===== config.mk =====
export PLATFORM = sky130hd
export DESIGN_NAME = usb_ls_xact_sched_flat
export DESIGN_NICKNAME = d
export VERILOG_FILES = /design/src/rtl/usb_ls_pkg.sv /design/src/rtl/usb_ls_xact_sched_if.sv /design/src/rtl/usb_toggle_edge.sv /design/src/rtl/usb_ls_xact_sched.sv /design/src/flat_wrapper.sv
export SDC_FILE = /design/constraint.sdc
export NUM_CORES = 1
export LEC_CHECK = 0
export ABC_AREA = 1
export CAP_MARGIN = 20
export CORE_AREA = 2 2 177 179
export CTS_BUF_LIST = sky130_fd_sc_hd__clkbuf_16
export CTS_CLUSTER_DIAMETER = 120
export DETAILED_ROUTE_END_ITERATION = 6
export DIE_AREA = 0 0 179 181
export PLACE_DENSITY_LB_ADDON = 0.15
export SLEW_MARGIN = 20
export SYNTH_ARGS = -nofsm -noshare
export SYNTH_HDL_FRONTEND = slang
export SYNTH_HIERARCHICAL = 1
export SYNTH_SLANG_ARGS = --single-unit

===== constraint.sdc =====
create_clock -name clk -period 14.15 [get_ports clk]
set_input_delay 2.83 -clock clk [delete_from_list [all_inputs] [get_ports clk]]
set_output_delay 2.83 -clock clk [all_outputs]
set_load 0.05 [all_outputs]

===== src/rtl/usb_ls_pkg.sv =====
// Shared types for the low-speed USB transaction scheduler:
// PIDs, result codes, field widths and the PID decoder.
package usb_ls_pkg;

  localparam int CTRL_W = 32;
  localparam int CSZ_W  = 6;
  localparam int DATA_W = 96;
  localparam int DSZ_W  = 7;

  localparam logic [7:0] PID_ACK   = 8'hD2;
  localparam logic [7:0] PID_NAK   = 8'h5A;
  localparam logic [7:0] PID_STALL = 8'h1E;
  localparam logic [7:0] PID_DATA0 = 8'hC3;
  localparam logic [7:0] PID_DATA1 = 8'h4B;

  typedef enum logic [2:0] {
    RSP_ACK     = 3'd0,
    RSP_NAK     = 3'd1,
    RSP_STALL   = 3'd2,
    RSP_DATA    = 3'd3,
    RSP_TIMEOUT = 3'd4,
    RSP_DISC    = 3'd5
  } rsp_e;

  typedef enum logic [1:0] {
    S_IDLE,
    S_SEND,
    S_WAIT,
    S_DONE
  } state_e;

  typedef struct packed {
    logic hit;
    rsp_e st;
  } pid_dec_t;

  function automatic pid_dec_t pid_decode(
    input logic [7:0] pid
  );
    pid_dec_t d;
    d.hit = 1'b1;
    d.st  = RSP_ACK;
    unique case (1'b1)
      (pid == PID_ACK):   d.st = RSP_ACK;
      (pid == PID_NAK):   d.st = RSP_NAK;
      (pid == PID_STALL): d.st = RSP_STALL;
      (pid == PID_DATA0 ||
       pid == PID_DATA1): d.st = RSP_DATA;
      default:            d.hit = 1'b0;
    endcase
    return d;
  endfunction

endpackage


===== src/rtl/usb_ls_xact_sched_if.sv =====
// PHY send/receive bundle between the scheduler (master)
// and the low-speed PHY (slave).
interface usb_ls_xact_sched_if;
  import usb_ls_pkg::*;

  logic              phy_send_out;
  logic [CTRL_W-1:0] phy_ctrl;
  logic [CSZ_W-1:0]  phy_ctrl_size;
  logic [DATA_W-1:0] phy_data;
  logic [DSZ_W-1:0]  phy_data_size;
  logic              phy_recv_in;
  logic [7:0]        phy_last_pid;

  modport master (
    output phy_send_out,
    output phy_ctrl,
    output phy_ctrl_size,
    output phy_data,
    output phy_data_size,
    input  phy_recv_in,
    input  phy_last_pid
  );

  modport slave (
    input  phy_send_out,
    input  phy_ctrl,
    input  phy_ctrl_size,
    input  phy_data,
    input  phy_data_size,
    output phy_recv_in,
    output phy_last_pid
  );

endinterface


===== src/rtl/usb_toggle_edge.sv =====
// Toggle-to-pulse detector: pulses for one cycle whenever
// the input level differs from the level seen last cycle.
module usb_toggle_edge (
  input  logic clk,
  input  logic reset,
  input  logic tgl,
  output logic pulse
);

  logic seen;

  always_ff @(posedge clk or posedge reset) begin
    if (reset) seen <= 1'b0;
    else       seen <= tgl;
  end

  assign pulse = tgl ^ seen;

endmodule


===== src/rtl/usb_ls_xact_sched.sv =====
// Frame-synchronous scheduler sharing one low-speed PHY
// between the control engine (req0) and the IN poller (req1).
module usb_ls_xact_sched
  import usb_ls_pkg::*;
#(
  parameter int TIMEOUT_FRAMES = 3,
  parameter int STARVE_LIMIT   = 4
) (
  input  logic              clk,
  input  logic              reset,
  input  logic              connected,
  input  logic              frame_in,
  input  logic              req0_valid,
  input  logic [CTRL_W-1:0] req0_ctrl,
  input  logic [CSZ_W-1:0]  req0_ctrl_size,
  input  logic [DATA_W-1:0] req0_data,
  input  logic [DSZ_W-1:0]  req0_data_size,
  input  logic              req1_valid,
  input  logic [CTRL_W-1:0] req1_ctrl,
  input  logic [CSZ_W-1:0]  req1_ctrl_size,
  input  logic [DATA_W-1:0] req1_data,
  input  logic [DSZ_W-1:0]  req1_data_size,
  output logic              done0,
  output logic              done1,
  output logic [2:0]        rsp_status,
  output logic [7:0]        rsp_pid,
  output logic [1:0]        grant,
  output logic              busy,
  usb_ls_xact_sched_if.master phy
);

  localparam logic [3:0] TF = 4'(TIMEOUT_FRAMES);
  localparam logic [3:0] SL = 4'(STARVE_LIMIT);

  state_e     state_q, state_d;
  logic [1:0] grant_d;
  logic [3:0] tmo_q, tmo_d;
  logic [3:0] starve_q, starve_d;
  rsp_e       st_q, st_d;
  logic [7:0] pid_q, pid_d;
  logic [1:0] done_q, done_d;
  rsp_e       rsp_q, rsp_d;
  logic [7:0] rpid_d;
  logic       tick, rx, ld;
  pid_dec_t   dec;

  usb_toggle_edge u_frame (
    .clk   (clk),
    .reset (reset),
    .tgl   (frame_in),
    .pulse (tick)
  );

  usb_toggle_edge u_recv (
    .clk   (clk),
    .reset (reset),
    .tgl   (phy.phy_recv_in),
    .pulse (rx)
  );

  assign busy       = (state_q != S_IDLE);
  assign done0      = done_q[0];
  assign done1      = done_q[1];
  assign rsp_status = rsp_q;
  assign dec        = pid_decode(phy.phy_last_pid);
  assign ld         = connected && (state_q == S_SEND);

  always_comb begin
    state_d  = state_q;
    grant_d  = grant;
    tmo_d    = tmo_q;
    starve_d = starve_q;
    st_d     = st_q;
    pid_d    = pid_q;
    done_d   = '0;
    rsp_d    = rsp_q;
    rpid_d   = rsp_pid;
    if (!connected) begin
      state_d = S_IDLE;
      grant_d = '0;
      if (busy) begin
        done_d   = grant;
        rsp_d    = RSP_DISC;
        rpid_d   = '0;
        starve_d = '0;
      end
    end else begin
      if (tick && !req1_valid) starve_d = '0;
      unique case (state_q)
        S_IDLE: if (tick) begin
          if (req1_valid &&
              (starve_q == SL || !req0_valid)) begin
            grant_d  = 2'b10;
            state_d  = S_SEND;
            starve_d = '0;
          end else if (req0_valid) begin
            grant_d = 2'b01;
            state_d = S_SEND;
            if (req1_valid && starve_q != SL)
              starve_d = starve_q + 4'd1;
          end
        end
        S_SEND: begin
          tmo_d   = '0;
          state_d = S_WAIT;
        end
        S_WAIT: begin
          // A decoded response beats a same-cycle timeout tick
          if (rx && dec.hit) begin
            st_d    = dec.st;
            pid_d   = phy.phy_last_pid;
            state_d = S_DONE;
          end else if (tick) begin
            tmo_d = tmo_q + 4'd1;
            if (tmo_d == TF) begin
              st_d    = RSP_TIMEOUT;
              pid_d   = '0;
              state_d = S_DONE;
            end
          end
        end
        S_DONE: begin
          done_d  = grant;
          rsp_d   = st_q;
          rpid_d  = pid_q;
          grant_d = '0;
          state_d = S_IDLE;
        end
        default: state_d = S_IDLE;
      endcase
    end
  end

  always_ff @(posedge clk or posedge reset) begin
    if (reset) begin
      state_q  <= S_IDLE;
      grant    <= '0;
      tmo_q    <= '0;
      starve_q <= '0;
      st_q     <= RSP_ACK;
      pid_q    <= '0;
      done_q   <= '0;
      rsp_q    <= RSP_ACK;
      rsp_pid  <= '0;
    end else begin
      state_q  <= state_d;
      grant    <= grant_d;
      tmo_q    <= tmo_d;
      starve_q <= starve_d;
      st_q     <= st_d;
      pid_q    <= pid_d;
      done_q   <= done_d;
      rsp_q    <= rsp_d;
      rsp_pid  <= rpid_d;
    end
  end

  always_ff @(posedge clk or posedge reset) begin
    if (reset) begin
      phy.phy_send_out  <= 1'b0;
      phy.phy_ctrl      <= '0;
      phy.phy_ctrl_size <= '0;
      phy.phy_data      <= '0;
      phy.phy_data_size <= '0;
    end else if (ld) begin
      phy.phy_send_out  <= ~phy.phy_send_out;
      phy.phy_ctrl      <= grant[1] ? req1_ctrl : req0_ctrl;
      phy.phy_ctrl_size <= grant[1] ? req1_ctrl_size
                                    : req0_ctrl_size;
      phy.phy_data      <= grant[1] ? req1_data : req0_data;
      phy.phy_data_size <= grant[1] ? req1_data_size
                                    : req0_data_size;
    end
  end

endmodule

===== src/flat_wrapper.sv =====
// flat-port wrapper written by rule: the top's interface ports become plain ports
module usb_ls_xact_sched_flat import usb_ls_pkg::*;
#(
  parameter int TIMEOUT_FRAMES = 3,
  parameter int STARVE_LIMIT   = 4
)
  (clk, reset, connected, frame_in, req0_valid, req0_ctrl, req0_ctrl_size, req0_data, req0_data_size, req1_valid, req1_ctrl, req1_ctrl_size, req1_data, req1_data_size, done0, done1, rsp_status, rsp_pid, grant, busy, phy_phy_send_out, phy_phy_ctrl, phy_phy_ctrl_size, phy_phy_data, phy_phy_data_size, phy_phy_recv_in, phy_phy_last_pid);
  usb_ls_xact_sched_if phy_i ();
  input  logic clk;
  input  logic reset;
  input  logic connected;
  input  logic frame_in;
  input  logic req0_valid;
  input  logic [CTRL_W-1:0] req0_ctrl;
  input  logic [CSZ_W-1:0] req0_ctrl_size;
  input  logic [DATA_W-1:0] req0_data;
  input  logic [DSZ_W-1:0] req0_data_size;
  input  logic req1_valid;
  input  logic [CTRL_W-1:0] req1_ctrl;
  input  logic [CSZ_W-1:0] req1_ctrl_size;
  input  logic [DATA_W-1:0] req1_data;
  input  logic [DSZ_W-1:0] req1_data_size;
  output logic done0;
  output logic done1;
  output logic [2:0] rsp_status;
  output logic [7:0] rsp_pid;
  output logic [1:0] grant;
  output logic busy;
  output wire logic [$bits(phy_i.phy_send_out)-1:0] phy_phy_send_out;
  output wire logic [$bits(phy_i.phy_ctrl)-1:0] phy_phy_ctrl;
  output wire logic [$bits(phy_i.phy_ctrl_size)-1:0] phy_phy_ctrl_size;
  output wire logic [$bits(phy_i.phy_data)-1:0] phy_phy_data;
  output wire logic [$bits(phy_i.phy_data_size)-1:0] phy_phy_data_size;
  input wire logic [$bits(phy_i.phy_recv_in)-1:0] phy_phy_recv_in;
  input wire logic [$bits(phy_i.phy_last_pid)-1:0] phy_phy_last_pid;
  assign phy_phy_send_out = phy_i.phy_send_out;
  assign phy_phy_ctrl = phy_i.phy_ctrl;
  assign phy_phy_ctrl_size = phy_i.phy_ctrl_size;
  assign phy_phy_data = phy_i.phy_data;
  assign phy_phy_data_size = phy_i.phy_data_size;
  assign phy_i.phy_recv_in = phy_phy_recv_in;
  assign phy_i.phy_last_pid = phy_phy_last_pid;
  usb_ls_xact_sched #(.TIMEOUT_FRAMES(TIMEOUT_FRAMES), .STARVE_LIMIT(STARVE_LIMIT)) u_core (.clk(clk), .reset(reset), .connected(connected), .frame_in(frame_in), .req0_valid(req0_valid), .req0_ctrl(req0_ctrl), .req0_ctrl_size(req0_ctrl_size), .req0_data(req0_data), .req0_data_size(req0_data_size), .req1_valid(req1_valid), .req1_ctrl(req1_ctrl), .req1_ctrl_size(req1_ctrl_size), .req1_data(req1_data), .req1_data_size(req1_data_size), .done0(done0), .done1(done1), .rsp_status(rsp_status), .rsp_pid(rsp_pid), .grant(grant), .busy(busy), .phy(phy_i));
endmodule

Word-level counts from Yosys, hierarchy flattened
Cells that the tools add are included.
{"block": "classes", "order_cmp": 0, "div_mod_pow": 0, "shifts": 0, "n_mux": 44, "n_bitwise": 3, "add_sub_neg": 2, "eq_ne": 19, "mul": 0, "n_reduce_logical": 21}
{"op": "96-bit two-way mux", "n": 1}
{"op": "8-bit two-way mux", "n": 6}
{"op": "4-bit two-way mux", "n": 10}
{"op": "32-bit two-way mux", "n": 1}
{"op": "2-bit two-way mux", "n": 13}
{"op": "3-bit two-way mux", "n": 6}
{"op": "8-bit by 7-bit == test with 1-bit output (second input constant)", "n": 2}
{"op": "8-bit == test (second input constant)", "n": 2}
{"op": "4-bit AND reduction", "n": 3}
{"op": "2-bit nonzero test", "n": 5}
{"op": "4-bit by 1-bit adder with 4-bit output (second input constant)", "n": 2}
{"op": "8-bit by 5-bit == test with 1-bit output (second input constant)", "n": 1}
{"op": "4-bit by 2-bit inequality test with 1-bit output (second input constant)", "n": 2}
{"op": "4-bit by 3-bit inequality test with 1-bit output (second input constant)", "n": 2}
{"op": "2-bit case mux with 4 select lines", "n": 1}
{"op": "4-bit case mux with 2 select lines", "n": 1}
{"op": "7-bit two-way mux", "n": 1}
{"op": "6-bit two-way mux", "n": 1}
{"op": "2-bit case mux with 3 select lines", "n": 1}
{"op": "1-bit logical AND", "n": 5}
{"op": "2-bit == test (second input constant)", "n": 2}
{"op": "4-bit by 2-bit == test with 1-bit output (second input constant)", "n": 1}
{"op": "4-bit by 3-bit == test with 1-bit output (second input constant)", "n": 1}
{"op": "2-bit by 1-bit inequality test with 1-bit output (second input constant)", "n": 2}
{"op": "14 further kinds", "n": 17}
{"block": "totals", "regBits": 180, "input_bits": 297, "elab_cells": 105, "out_inout_bits": 158, "rom_bits": 0, "mem_count": 0, "ramBits": 0, "latch_bits": 0}

Depth between registers and ports, before layout
{"block": "logic_depth", "depth_word": 9, "ltp_mapped": 12, "depth_no_buf": 12}

Modules after synthesis
The synthesis kept the hierarchy.
{"mod": "usb_ls_xact_sched", "area_per_inst_um2": 8221.6, "n_inst": 1, "cells_each": 1007, "seq_area_each_um2": 4454.3}
{"mod": "usb_toggle_edge", "area_per_inst_um2": 47.5, "n_inst": 2, "cells_each": 7, "seq_area_each_um2": 25.0}

Worst setup path before layout
No wires, ideal clock.
{"block": "synth_timing", "path_kind": "input -> register", "startpoint": "in phy_phy_last_pid[0]", "endpoint": "reg u_core.st_q[0]", "t_arrival_ns": 3.732, "setup_ns": 0.128, "path_slack_ns": 10.290, "t_required_ns": 14.022, "stages": 11, "n_path_buf": 1, "path_cell_list": "inv_1 -> nand2_1 -> nor2_1 -> nand3_1 -> nand2_1 -> nand2_2 -> nand2_2 -> nand2_4 -> nand2_4 -> buf_12 -> o22ai_2"}
{"block": "synth_between", "elab_chain_cells": 7, "word_cells_on_any_way": 14, "classes_between": "eq/ne (5); mux (3); reduce/logical (6)"}
{"element": "from (decl)", "line_no": "flat_wrapper.sv:35", "rtl": "input wire logic [$bits(phy_i.phy_last_pid)-1:0] phy_phy_last_pid;"}
{"element": "8-bit == test or 8-bit by 7-bit == test with 1-bit output (tied branches)", "line_no": "usb_ls_pkg.sv:47, usb_ls_pkg.sv:48"}
{"element": "1-bit logical OR", "line_no": "usb_ls_pkg.sv:47", "rtl": "(pid == PID_DATA0 ||"}
{"element": "4-bit OR reduction (no line)"}
{"element": "1-bit two-way mux", "line_no": "usb_ls_pkg.sv:43", "rtl": "unique case (1'b1)"}
{"element": "1-bit logical AND", "line_no": "usb_ls_xact_sched.sv:109", "rtl": "if (rx && dec.hit) begin"}
{"element": "2-bit nonzero test (no line)"}
{"element": "4-bit AND reduction (no line)"}
{"element": "to (signal assigned)", "line_no": "usb_ls_xact_sched.sv:150", "rtl": "st_q <= st_d;"}
{"element": "to (decl)", "line_no": "usb_ls_xact_sched.sv:39", "rtl": "rsp_e st_q, st_d;"}
Parallel ways exist; a longest one is shown, timed or not.
A chain may end at the register's enable or synchronous reset.

Worst setup path in the final report
{"block": "layout_timing", "startpoint": "in connected", "endpoint": "reg u_core.phy.phy_data[38]"}
{"block": "layout_between", "elab_chain_cells": 1}
{"element": "from (decl)", "line_no": "flat_wrapper.sv:11", "rtl": "input logic connected;"}
{"element": "1-bit logical AND", "line_no": "usb_ls_xact_sched.sv:66", "rtl": "assign ld = connected && (state_q == S_SEND);"}
{"element": "to (signal assigned)", "line_no": "usb_ls_xact_sched.sv:170", "rtl": "phy.phy_data <= grant[1] ? req1_data : req0_data;"}
{"element": "to (decl)", "line_no": "usb_ls_xact_sched_if.sv:18", "rtl": "output phy_data,"}
No other way between the ends.

==> summary.md <==
| Metric | Value |
|---|---|
| Later-pin clock latency in the skew report | 0.44 ns |
| Warnings from Yosys | 6 |
| Most common cell after layout, fill and taps aside | clkdlybuf4s50_1 |
| Final core utilization | 0.4532 |
| Worst vdd ir | around 0.00012 V |
| Via count | 8622 |
| Resized Gates After CTS | 0 |
| Initial core utilization | 0.2740 |
| Ranking of synthesized cells by area | dfrtp_1 54%, a21oi_1 18%, nand2_1 9.0%, nor2_1 7.4%, inv_1 2.3% |
| PD cells | 239.9 nW/um2 |
| Netlist cell types | 28 |
| Clock sink count | 180 |
| Layout cells sized above 1 | 0.04069 |
| Die ar. | 32400 um2 |
| EDFF count, synth | 0 |
| Clock slew at reported path FFs | around 0.090 ns |
| Largest net degree at the start of global routing | 86 |
| Crit. End Element | register |
| Hpwl dp | 26000 um |
| Final Routed Wirelength | 35640 um |
| Max Root-Sink Buffers | 2 |
| Hold Fails Final Rpt | 0 |
| CTS tree | done |
| Pwr Total | 0.003300 W |
| Total of max-cap violations | 0 |
| Post-CTS setup repair buffer count | 0 |
| # hold bufs at CTS | 0 |
| DIE HEIGHT | 181 um |
| IO buf count | 454 |
| Setup CP Type | input pin to register |
| Startpoint types | input pin |
| Slew @ Worst Pin | ~1.0 ns |
| Die Span X | 179 um |
| Total gr overflow | 0 |
| Yosys top cell area share | 0.5416 |
| Syn Nets | between 1000 and 1500 |
| Pins over their slew limit | 0 |
| Site row count | 64 |
| Final min period | approximately 5.4 ns |
| CTS HTree Levels | 4 |
| Post-synth ARST share | 1.000 |
| CTS Buf Count | 17 |
| Drt initial violations | 450 |
| Yosys reg bits | 180 |
| Post-synthesis sequential area ratio | 0.5416 |
| Required time worst endpoint | 14.51 ns |
| P_leak | 5.778 nW |
| Syn Area/Cell | 8.146 um2 |
| Synth Instances | 1021 |
| Gr usage total | 0.2158 |
| Antenna viol nets, final | 0 |
| Period utilization | 0.3838 |
| Number of remaining DRC errors | 0 |
| Vias per Instance | about 4.7 |
| Cell taking the most area after synthesis | dfrtp_1 |
| Setup TNS | 0 ns |
| Max Fclk | 184.1 MHz |
| R2R setup slack | ~11 ns |
| Primary FF master, synth | dfrtp_1 |
| Clock skew | around 0.023 ns |
| P&R area growth vs syn | 65.40% |
| Placer congestion estimate | 0.8446 |
| Final setup viols | 0 |
| Pre-antenna DRT Iters | 4 |
| WHS | 0.4803 ns |
| Unrepaired setup endpoints after global routing | no |
| Root Buffer | clkbuf_16 |
| Vias in the first global route | 8804 |
| Critical path fanouts, max | 82 |
| IO Pins | between 400 and 500 |
| Wire length per cell | 19.24 um |
| Cell area after synthesis | 8317 um2 |
| NumNets Final | between 1500 and 2000 |
| Antenna violations before repair | 7 |
| Min-Delay Path Class | register to register |
| Status | finished, final reports clean |
| WP data arrival | 5.79 ns |
| Max_slew headroom | 0.3148 |
| Core ar. | between 30000 and 40000 um2 |
| First-pass GRT wire length | 52990 um |
| Commonest non-fill, non-tap cells in the layout | 454 x clkdlybuf4s50_1, 292 x a21oi_1, 198 x nand2_1 |
[registers in the layout, indices dropped and copies added, names as in the netlist]
signal and flops:
u_core/tmo_q 4, u_core/rsp_pid 8, u_core/st_q 3, u_core/u_frame/seen 1, u_core/rsp_status 3, u_core/starve_q 4, u_core/done_q 2, u_core/phy.phy_ctrl 32
u_core/phy.phy_data 96, u_core/grant 2, u_core/phy.phy_ctrl_size 6, u_core/u_recv/seen 1, u_core/pid_q 8, u_core/phy.phy_send_out 1, u_core/phy.phy_data_size 7, u_core/state_q 2
[cells in the mapped netlist, types with 5 or more instances]
master    count
nand4_1       5
dfrtp_1     180
o21ai_0      12
a21oi_1     292
ha_1          8
buf_1         5
nor2_1      163
nand3_1      16
clkbuf_1     37
o22ai_2       6
nand2_1     199
inv_1        52
buf_2        21
[through the flow]
stage / worst slack (ns) / instances / area [um2]
finish: 8.719 / 1852 / 13760
global route: 8.530 / 1851 / 13750
CTS: 8.735 / 1846 / 13740
detailed placement: 8.245 / 1814 / 13150
global placement: 8.315 / 1814 / 13150
floorplan: 6.490 / 1021 / 8317
[critical path, cell delays in order]
cell and delay, ns:
clkdlybuf4s50_1 0.78, nand2_4 0.32, inv_4 0.62, buf_4 0.86, nor2_1 0.08, a21oi_1 0.18
[per-layer routing]
layer,vias up,GRT usage,wire length [um]
li1,4193,-,-
met1,4133,0.2488,13980
met2,265,0.3863,18680
met3,29,0.05808,2482
met4,2,0.06341,473
met5,-,0,18
[path summary, 6_finish.rpt]
check	startpoint	cells after the start	endpoint
setup / recovery	connected	6	u_core/phy.phy_data[38]
hold / removal	u_core/phy.phy_send_out	1	u_core/phy.phy_send_out
setup reg to reg	u_core/grant[1]	4	u_core/phy.phy_ctrl_size[2]
hold reg to reg	u_core/phy.phy_send_out	1	u_core/phy.phy_send_out
max in group asynchronous	reset	3	u_core/tmo_q[0]
min in group asynchronous	reset	2	u_core/u_recv/seen
[power by group]
group          switching, W  internal (W)
Clock              0.000245      0.000238
Combinational       0.00131      0.000609
Sequential         0.000154      0.000743
[area by class of cell]
| cell class | count | area, um2 |
|---|---|---|
| multi-input cells | 722 | 3331 |
| inverters | 55 | 216.5 |
| well taps | 396 | 495.5 |
| clock buffers | 17 | 425.4 |
| diodes | 6 | 15.01 |
| repair buffers | 461 | 4597 |
| fillers | 3037 | 16590 |
| clock inverters | 15 | 167.7 |
| flip-flops and latches | 180 | 4508 |
[cells by family after synthesis]
group | Yosys count | synth area share
adders and majority gates | 8 | 0.01204
xor gates and xnor gates | 1 | 0.001053
buffers and inverters | 119 | 0.05882
DFF | 180 | 0.5416
and+or+nand+nor | 392 | 0.1843
AOI/OAI and AO/OA | 321 | 0.2022
Note: power is estimated with default switching activity, not from simulation.
